### config.mk
export PLATFORM = sky130hd
export DESIGN_NAME = led_io_ctrl
export DESIGN_NICKNAME = d
export VERILOG_FILES = /design/src/rtl/led_io_ctrl.sv
export SDC_FILE = /design/constraint.sdc
export NUM_CORES = 1
export LEC_CHECK = 0
export BUFFER_PORTS_ARGS = -buffer_cell sky130_fd_sc_hd__buf_2
export CORE_MARGIN = 2
export CORE_UTILIZATION = 58
export CTS_CLUSTER_DIAMETER = 30
export DETAILED_ROUTE_END_ITERATION = 8
export HOLD_SLACK_MARGIN = 0.03
export PLACE_DENSITY_LB_ADDON = 0.25
export SYNTH_ARGS = -nofsm -noshare
export SYNTH_HDL_FRONTEND = slang
export SYNTH_SLANG_ARGS = --single-unit
### constraint.sdc
create_clock -name led_clk -period 3.05 [get_ports led_clk]
set_input_delay 0.61 -clock led_clk [delete_from_list [all_inputs] [get_ports led_clk]]
set_output_delay 0.61 -clock led_clk [all_outputs]
set_load 0.02 [all_outputs]
### src/rtl/led_io_ctrl.sv
// led_io_ctrl: decodes CPU I/O stores into three clamped display channels, queues them
// in a small FIFO and drains them as paced one-cycle ledwriteN pulses; shadow/status readback.
module led_io_ctrl #(
   parameter int unsigned DEPTH = 4,
   parameter int unsigned GAP   = 2
) (
   input  logic        led_clk,
   input  logic        ledrst,
   input  logic        io_write,
   input  logic        io_read,
   input  logic [2:0]  io_addr,
   input  logic [31:0] io_wdata,
   output logic        io_ready,
   output logic [15:0] io_rdata,
   output logic        ledwrite1,
   output logic        ledwrite2,
   output logic        ledwrite3,
   output logic [15:0] ledwdata
);

   localparam int unsigned   AW       = $clog2(DEPTH);
   localparam int unsigned   CW       = AW + 1;
   localparam logic [CW-1:0] FULL_CNT = CW'(DEPTH);
   localparam logic [3:0]    GAP_LAST = (GAP == 0) ? 4'd0 : 4'(GAP - 1);

   localparam logic [1:0] S_IDLE  = 2'd0;
   localparam logic [1:0] S_PULSE = 2'd1;
   localparam logic [1:0] S_WAIT  = 2'd2;

   logic [17:0]   r_mem [DEPTH];
   logic [AW-1:0] r_wptr;
   logic [AW-1:0] r_rptr;
   logic [CW-1:0] r_count;
   logic [15:0]   r_shadow_a;
   logic [15:0]   r_shadow_b;
   logic [15:0]   r_shadow_c;
   logic          r_sat;
   logic          r_drop;
   logic [1:0]    r_state;
   logic [3:0]    r_wait;
   logic          r_wr1;
   logic          r_wr2;
   logic          r_wr3;
   logic [15:0]   r_wdata;
   logic [15:0]   r_rdata;

   logic          w_addr_ok;
   logic          w_full;
   logic          w_push;
   logic          w_drop_ev;
   logic          w_clamped;
   logic          w_sat_ev;
   logic          w_status_rd;
   logic          w_slot;
   logic          w_pop;
   logic [15:0]   w_val;
   logic [17:0]   w_head;
   logic [15:0]   w_status;

   assign w_addr_ok   = (io_addr == 3'd0) || (io_addr == 3'd2) || (io_addr == 3'd4);
   assign w_full      = (r_count >= FULL_CNT);
   assign w_push      = io_write && w_addr_ok && !w_full;
   assign w_drop_ev   = io_write && w_addr_ok && w_full;
   assign w_sat_ev    = w_push && w_clamped;
   assign w_status_rd = io_read && (io_addr == 3'd6);
   assign w_head      = r_mem[r_rptr];
   assign w_status    = {9'b0, 5'(r_count), r_sat, r_drop};

   always_comb begin
      w_val     = 16'h0000;
      w_clamped = 1'b0;
      case (io_addr)
         3'd0: begin
            if ($signed(io_wdata) > 32'sd999) begin
               w_val     = 16'd999;
               w_clamped = 1'b1;
            end else if ($signed(io_wdata) < -32'sd999) begin
               w_val     = 16'hFC19;
               w_clamped = 1'b1;
            end else begin
               w_val = io_wdata[15:0];
            end
         end
         3'd2: begin
            if (io_wdata > 32'd9999) begin
               w_val     = 16'd9999;
               w_clamped = 1'b1;
            end else begin
               w_val = io_wdata[15:0];
            end
         end
         3'd4:    w_val = {8'h00, io_wdata[7:0]};
         default: w_val = 16'h0000;
      endcase
   end

   // A drain slot opens in IDLE and wherever the pacing would return to IDLE; launching
   // straight from there keeps the pulse period at GAP+1 with no extra IDLE cycle.
   assign w_slot = (r_state == S_IDLE)
                || ((r_state == S_PULSE) && (GAP == 0))
                || ((r_state == S_WAIT) && (r_wait == GAP_LAST));
   assign w_pop  = w_slot && (r_count != '0);

   assign io_ready  = !w_full;
   assign io_rdata  = r_rdata;
   assign ledwrite1 = r_wr1;
   assign ledwrite2 = r_wr2;
   assign ledwrite3 = r_wr3;
   assign ledwdata  = r_wdata;

   always_ff @(posedge led_clk) begin
      if (w_push) r_mem[r_wptr] <= {io_addr[2:1], w_val};
   end

   always_ff @(posedge led_clk) begin
      if (ledrst) begin
         r_wptr  <= '0;
         r_rptr  <= '0;
         r_count <= '0;
      end else begin
         if (w_push) r_wptr <= r_wptr + AW'(1);
         if (w_pop)  r_rptr <= r_rptr + AW'(1);
         case ({w_push, w_pop})
            2'b10:   r_count <= r_count + CW'(1);
            2'b01:   r_count <= r_count - CW'(1);
            default: r_count <= r_count;
         endcase
      end
   end

   always_ff @(posedge led_clk) begin
      if (ledrst) begin
         r_shadow_a <= '0;
         r_shadow_b <= '0;
         r_shadow_c <= '0;
         r_sat      <= 1'b0;
         r_drop     <= 1'b0;
         r_rdata    <= '0;
      end else begin
         if (w_push) begin
            case (io_addr)
               3'd0:    r_shadow_a <= w_val;
               3'd2:    r_shadow_b <= w_val;
               default: r_shadow_c <= w_val;
            endcase
         end
         // Status read clears the sticky flags, but a same-cycle event wins.
         r_sat  <= (r_sat  && !w_status_rd) || w_sat_ev;
         r_drop <= (r_drop && !w_status_rd) || w_drop_ev;
         if (io_read) begin
            case (io_addr)
               3'd0:    r_rdata <= r_shadow_a;
               3'd2:    r_rdata <= r_shadow_b;
               3'd4:    r_rdata <= r_shadow_c;
               3'd6:    r_rdata <= w_status;
               default: r_rdata <= '0;
            endcase
         end
      end
   end

   always_ff @(posedge led_clk) begin
      if (ledrst) begin
         r_state <= S_IDLE;
         r_wait  <= '0;
         r_wr1   <= 1'b0;
         r_wr2   <= 1'b0;
         r_wr3   <= 1'b0;
         r_wdata <= '0;
      end else begin
         r_wr1 <= w_pop && (w_head[17:16] == 2'd0);
         r_wr2 <= w_pop && (w_head[17:16] == 2'd1);
         r_wr3 <= w_pop && (w_head[17:16] == 2'd2);
         if (w_pop) begin
            r_wdata <= w_head[15:0];
            r_state <= S_PULSE;
         end else begin
            case (r_state)
               S_PULSE: begin
                  r_state <= (GAP == 0) ? S_IDLE : S_WAIT;
                  r_wait  <= '0;
               end
               S_WAIT: begin
                  if (r_wait == GAP_LAST) r_state <= S_IDLE;
                  else                    r_wait  <= r_wait + 4'd1;
               end
               default: r_state <= S_IDLE;
            endcase
         end
      end
   end

endmodule
# == After elaboration in Yosys (flattened, before gate mapping) ==
# Memory sizes are Yosys's and may differ from the RTL's. A register that Yosys moved wholly into a read port is not among the register bits.
# Cells that the tools add are included.
# totals
register_bits,98
ram_bits,72
out_inout_bits,36
elab_cells,91
mem_count,1
# classes
n_addsub,5
order_cmp,4
n_eq_ne,13
muxes,19
bitwise,2
reduce_logical,31
# memory_table
memory,words,word_bits,read_ports,rd_clocked_by_memory_dff,wr,line_no,rtl
r_mem,4,18,1,1,1,30,logic [17:0] r_mem [DEPTH];
# ops
op,n
one-hot mux 16 bit (4 select lines),1
two-way mux 16 bit,3
one-hot mux 16 bit (3 select lines),1
"greater-than comparator 32 x 11 -> 1 bit, second input constant",1
"greater-than comparator 32 x 14 -> 1 bit, second input constant",1
"< comparator 32 x 11 -> 1 bit, second input constant",1
logical AND 1 bit,12
one-hot mux 4 bit (2 select lines),1
"== test 2 x 1 -> 1 bit, second input constant",3
"== test 2 bit, second input constant",3
"== test 3 bit, second input constant",2
two-way mux 1 bit,6
two-way mux 2 bit,3
one-hot mux 3 bit (2 select lines),1
AND reduction 2 bit,3
logical OR 1 bit,5
"adder 2 x 1 -> 2 bit, second input constant",2
"adder 4 x 1 -> 4 bit, second input constant",1
"== test 4 x 1 -> 1 bit, second input constant",1
logical NOT 2 bit,2
two-way mux 4 bit,1
one-hot mux 2 bit (2 select lines),1
nonzero test 2 bit,2
OR reduction 2 bit,2
13 further kinds,15

# == Logic depth before layout (Yosys ltp) ==
# logic_depth
ltp_word,7
ltp_mapped,12
mapped_depth_nobuf,11

# == Worst setup path before layout ==
# No wires, ideal clock.
# synth_timing
path_kind,input -> register
from,input port io_addr[2]
to,register r_count[2]
setup_time_ns,0.070
arrival_ns,2.564
required_time_ns,2.980
path_slack_ns,0.416
cell_stages,11
n_path_buf,2
path_cell_list,buf_4 > clkbuf_1 > a21o_1 > nor2_1 > inv_1 > ha_1 > inv_1 > fa_1 > xor2_1 > or3_1 > a21oi_1
# synth_between
elab_chain_cells,7
elab_cells_between_ends,11
classes_between,eq/ne: 4; mux: 1; reduce/logical: 6
# synth_lines
element,line_no,rtl
"start, declared",11,"input logic [2:0] io_addr,"
== test 3 x 2 -> 1 bit / logical NOT 3 bit (equally long branches),60,assign w_addr_ok = (io_addr == 3'd0) || (io_addr == 3'd2) || (io_addr == 3'd4);
logical OR 1 bit,60,
logical OR 1 bit *,60,
logical AND 1 bit * (2 in series),62,assign w_push = io_write && w_addr_ok && !w_full;
== test 2 x 1 -> 1 bit / == test 2 bit (equally long branches),123,"case ({w_push, w_pop})"
one-hot mux 3 bit (2 select lines) / nonzero test 2 bit (equally long branches),-,
"end signal, assigned",124,2'b10: r_count <= r_count + CW'(1);
"end signal, assigned",125,2'b01: r_count <= r_count - CW'(1);
"end signal, assigned",126,default: r_count <= r_count;
"end, declared",33,logic [CW-1:0] r_count;
# Mark *: on every way between the ends. The rest lies on a longest branch, timed or not.
# A chain may end at the register's enable or synchronous reset.

# == Worst setup path in the final report ==
# layout_timing
from,register r_state[0]
to,register r_count[2]
# layout_between
elab_chain_cells,6
elab_cells_between_ends,9
classes_between,eq/ne: 3; mux: 1; reduce/logical: 5
# layout_lines
element,line_no,rtl
"start, declared",39,logic [1:0] r_state;
"start signal, assigned",180,r_state <= (GAP == 0) ? S_IDLE : S_WAIT;
== test 2 bit,101,|| ((r_state == S_WAIT) && (r_wait == GAP_LAST));
logical AND 1 bit,101,
logical OR 1 bit *,101,
logical AND 1 bit *,102,assign w_pop = w_slot && (r_count != '0);
== test 2 x 1 -> 1 bit / == test 2 bit (equally long branches),123,
one-hot mux 3 bit (2 select lines) / nonzero test 2 bit (equally long branches),-,
# Marked as above.

==> load_flow_metrics.sql <==
INSERT INTO impl_metrics (metric_group, metric, value, unit) VALUES
('critical_path', 'worst_ep_arrival_time', '2.77', 'ns'),
('route', 'number_of_detailed_routing_iterations_run_before_antenna_repair', '5', ''),
('sta', 'slew_headroom', '0.397', ''),
('logic_synthesis', 'synth-async-reset-ratio', '0', ''),
('die', 'overall_die_width', '115', 'um'),
('pwr', 'vdd_drop_max', '0.652', 'mV'),
('route', 'drt-vias-per-instance', '5.94', ''),
('place', 'port_buffers', '74', ''),
('logic_synthesis', 'avgSynthCellArea', '11.1', 'um^2'),
('place', 'place_congestion', '0.948', ''),
('logic_synthesis', 'number_of_enable_type_register_cells_in_the_synthesized_netlist', '72', ''),
('clocking', 'tritoncts', 'done', ''),
('clocking', 'post_cts_setup_buffer_count', '0', ''),
('pwr', 'power.density', '727', 'mW/mm^2'),
('pwr', 'netSwitchingFraction', '0.292', ''),
('die', 'ios', '75', ''),
('sta', 'report.final.slew_viol_count', '0', ''),
('finish', 'postLayoutCellArea', '0.00833', 'mm^2'),
('logic_synthesis', 'synth_cells', '646', ''),
('pwr', 'sequential_power_share', '0.445', ''),
('die', 'initial_core_util', '0.596', ''),
('sta', 'clock.fmax', '411', 'MHz'),
('clocking', 'clkLatencyLatePin', '0.42', 'ns'),
('die', 'core_area', '0.0121', 'mm^2'),
('route', 'route.final.wire_length', '16900', 'um'),
('die', 'overall_die_area', '0.0133', 'mm^2'),
('critical_path', 'critical_path.most_common_cell', 'sky130_fd_sc_hd__inv_1', ''),
('route', 'drt-initial-drc-count', '556', ''),
('critical_path', 'rrSetupSlack', '0.62', 'ns'),
('grt', 'largest_net_degree_at_the_start_of_global_routing', '58', ''),
('logic_synthesis', 'synth-main-ff-cell', 'sky130_fd_sc_hd__dfxtp_1', ''),
('logic_synthesis', 'synth_top_area_frac', '0.301', ''),
('grt', 'grt_pass1_vias', '5158', ''),
('critical_path', 'crit_chain', 'inv_1, ha_1, and4bb_2, o32ai_2, inv_1, ha_1, inv_1, fa_1, xor2_1, or3_1, a21oi_1', ''),
('sta', 'hold_viol', '0', ''),
('route', 'routed_wire_length_per_instance', '18.6', 'um'),
('clocking', 'cts_root_buf', 'sky130_fd_sc_hd__clkbuf_16', ''),
('route', 'detail_route.drc_violations', '0', ''),
('critical_path', 'startpoint_class', 'flip-flop', ''),
('clocking', 'cts_sinks', '172', ''),
('route', 'route.antenna.remaining_nets', '0', ''),
('pwr', 'power.total', '6.06', 'mW'),
('pwr', 'power.static_leakage', '3.13', 'nW'),
('pwr', 'power.clock.fraction', '0.336', ''),
('pwr', 'int_power', '4.29', 'mW'),
('clocking', 'resized_after_cts', '0', ''),
('finish', 'area_growth_syn_to_layout', '16.0', '%'),
('logic_synthesis', 'yosys_warnings', '0', ''),
('logic_synthesis', 'yosysSeqAreaShare', '0.580', ''),
('logic_synthesis', 'yosys-top-cells-area', 'sky130_fd_sc_hd__edfxtp_1, sky130_fd_sc_hd__dfxtp_1, sky130_fd_sc_hd__mux4_2', ''),
('critical_path', 'end_kind', 'flip-flop', ''),
('clocking', 'htreeDepth', '4', ''),
('place', 'detailed_place.area', '0.00778', 'mm^2'),
('hold_path', 'hold_path.class', 'reg2reg', ''),
('logic_synthesis', 'synth.distinct_cells', '50', ''),
('critical_path', 'setup.worst_path.class', 'reg2reg', ''),
('outcome', 'outcome', 'finished, final reports clean', ''),
('finish', 'finalNetCount', '777', ''),
('sta', 'final.setup_skew', '0.00504', 'ns'),
('clocking', 'cts_max_path_buffers', '2', ''),
('logic_synthesis', 'syn-cell-area', '0.00718', 'mm^2'),
('finish', 'seq_area', '0.00416', 'mm^2'),
('finish', 'drive_above_1_share', '0.219', ''),
('sta', 'fin_crit', '2.43', 'ns'),
('logic_synthesis', 'synth_top_area_cell', 'sky130_fd_sc_hd__edfxtp_1', ''),
('sta', 'fin_setup_tns', '0', 'ns'),
('critical_path', 'worst_path_largest_cell_delay', '0.38', 'ns'),
('finish', 'antenna-diode-count', '0', ''),
('pwr', 'power_frac_comb', '0.219', ''),
('grt', 'overflow', '0', ''),
('critical_path', 'crit_slowest_cell', 'sky130_fd_sc_hd__fa_1', '');
critical path, delay by kind of cell, from the launching register on:
| family | cells | cell delay (ns) |
|---|---|---|
| compound gates | 2 | 0.23 |
| simple gates | 2 | 0.60 |
| xor+xnor | 1 | 0.16 |
| buf+inv | 3 | 0.23 |
| fa+ha+maj | 3 | 0.79 |
| flops | 1 | 0.33 |
power by group through the flow:
stage / combinational (mW) / clock, mW / sequential, mW
final: 1.33 / 2.04 / 2.69
after global routing: 1.46 / 2.16 / 2.71
after CTS: 1.33 / 2.07 / 2.70
after detailed placement: 1.32 / 0 / 2.74
after global placement: 1.28 / 0 / 2.73
after floorplan: 0.844 / 0 / 2.80
synthesized netlist by cell type, types with 2 or more instances:
library cell	count
sky130_fd_sc_hd__a311o_1	2
sky130_fd_sc_hd__clkbuf_1	22
sky130_fd_sc_hd__o21ai_0	40
sky130_fd_sc_hd__nor2b_1	20
sky130_fd_sc_hd__a211oi_1	6
sky130_fd_sc_hd__and3_1	7
sky130_fd_sc_hd__and2_1	9
sky130_fd_sc_hd__o21a_1	2
sky130_fd_sc_hd__edfxtp_1	72
sky130_fd_sc_hd__and4bb_2	2
sky130_fd_sc_hd__nor3_1	7
sky130_fd_sc_hd__xor2_1	3
sky130_fd_sc_hd__or3_1	3
sky130_fd_sc_hd__inv_1	20
sky130_fd_sc_hd__ha_1	10
sky130_fd_sc_hd__a21o_1	2
sky130_fd_sc_hd__a2bb2oi_1	3
sky130_fd_sc_hd__a21oi_1	60
sky130_fd_sc_hd__dfxtp_1	100
sky130_fd_sc_hd__a31oi_1	8
sky130_fd_sc_hd__nand2b_1	5
sky130_fd_sc_hd__o41ai_1	5
sky130_fd_sc_hd__buf_2	6
sky130_fd_sc_hd__buf_1	2
sky130_fd_sc_hd__nand4_1	9
sky130_fd_sc_hd__buf_4	4
sky130_fd_sc_hd__nor2_1	52
sky130_fd_sc_hd__xnor2_1	2
sky130_fd_sc_hd__nand3_1	18
sky130_fd_sc_hd__o22ai_1	4
sky130_fd_sc_hd__or2_2	5
sky130_fd_sc_hd__nor4b_1	2
sky130_fd_sc_hd__mux2i_1	17
sky130_fd_sc_hd__mux4_2	23
sky130_fd_sc_hd__nand2_1	71
sky130_fd_sc_hd__nor4_1	9
sequential cells by signal, summed over array words and instances, names as in the netlist, named ones only:
register / flops
r_shadow_b: 16
r_sat: 1
ledwrite1: 1
ledwrite2: 1
r_shadow_a: 16
r_wait: 4
ledwrite3: 1
r_rptr: 2
r_state: 2
r_mem: 72
io_rdata: 16
ledwdata: 16
r_drop: 1
r_shadow_c: 16
r_wptr: 2
r_count: 3
cell usage in the layout, fill, tap and decap left out, drive strengths merged, types with 7 or more instances in the layout:
| cell | synthesis | routed |
|---|---|---|
| nor2 | 53 | 53 |
| o21ai | 40 | 40 |
| clkbuf | 22 | 18 |
| a31oi | 8 | 8 |
| nand4 | 9 | 9 |
| nor4 | 9 | 9 |
| dfxtp | 100 | 100 |
| nand3 | 18 | 18 |
| inv | 20 | 21 |
| edfxtp | 72 | 72 |
| mux2i | 17 | 17 |
| nor3 | 7 | 7 |
| and3 | 7 | 7 |
| nor2b | 20 | 20 |
| mux4 | 23 | 23 |
| a21oi | 61 | 61 |
| and2 | 9 | 9 |
| buf | 13 | 97 |
| ha | 10 | 10 |
| nand2 | 71 | 71 |
layer usage:
metal / track usage / vias to the layer above / wire (um)
met5: 0 / - / 0
met4: 0.0924 / 0 / 354
met3: 0.0749 / 35 / 1220
met2: 0.442 / 212 / 8320
met1: 0.345 / 2629 / 7030
li1: - / 2515 / -
kinds of logic after synthesis:
logic type                 share of synthesized area
AOI/OAI and AO/OA                              0.115
xor gates and xnor gates                     0.00610
adders and majority gates                     0.0202
buffers and inverters                         0.0329
DFF                                            0.580
muxes                                         0.0958
and+or+nand+nor                                0.151
final cells by class:
cell class | count | area share
well taps | 168 | 0.0252
repair buffers | 97 | 0.0652
flip-flops and latches | 172 | 0.500
clock inverters | 14 | 0.0153
multi-input cells | 419 | 0.334
clock buffers | 18 | 0.0515
inverters | 20 | 0.00901
path summary, 6_finish.rpt:
kind,from,endpoint,cells past startpoint
max,r_state[0]$_SDFFE_PP0P_,r_count[2]$_SDFFE_PP0P_,11
min,ledwdata[7]$_SDFFE_PP0P_,ledwdata[7]$_SDFFE_PP0P_,2
max reg2reg,r_state[0]$_SDFFE_PP0P_,r_count[2]$_SDFFE_PP0P_,11
min reg2reg,ledwdata[7]$_SDFFE_PP0P_,ledwdata[7]$_SDFFE_PP0P_,2
per-stage QoR:
stage	utilization	worst slack [ns]	hold slack (ns)	std cells
6_report	0.691	0.620	0.453	908
5_1_grt	0.691	0.457	0.470	908
4_1_cts	0.691	0.634	0.456	908
3_5_place_dp	0.645	0.369	0.445	876
3_3_place_gp	0.645	0.387	0.441	876
2_1_floorplan	-	0.416	0.430	646
No activity file was read; power rests on OpenSTA's default activity.
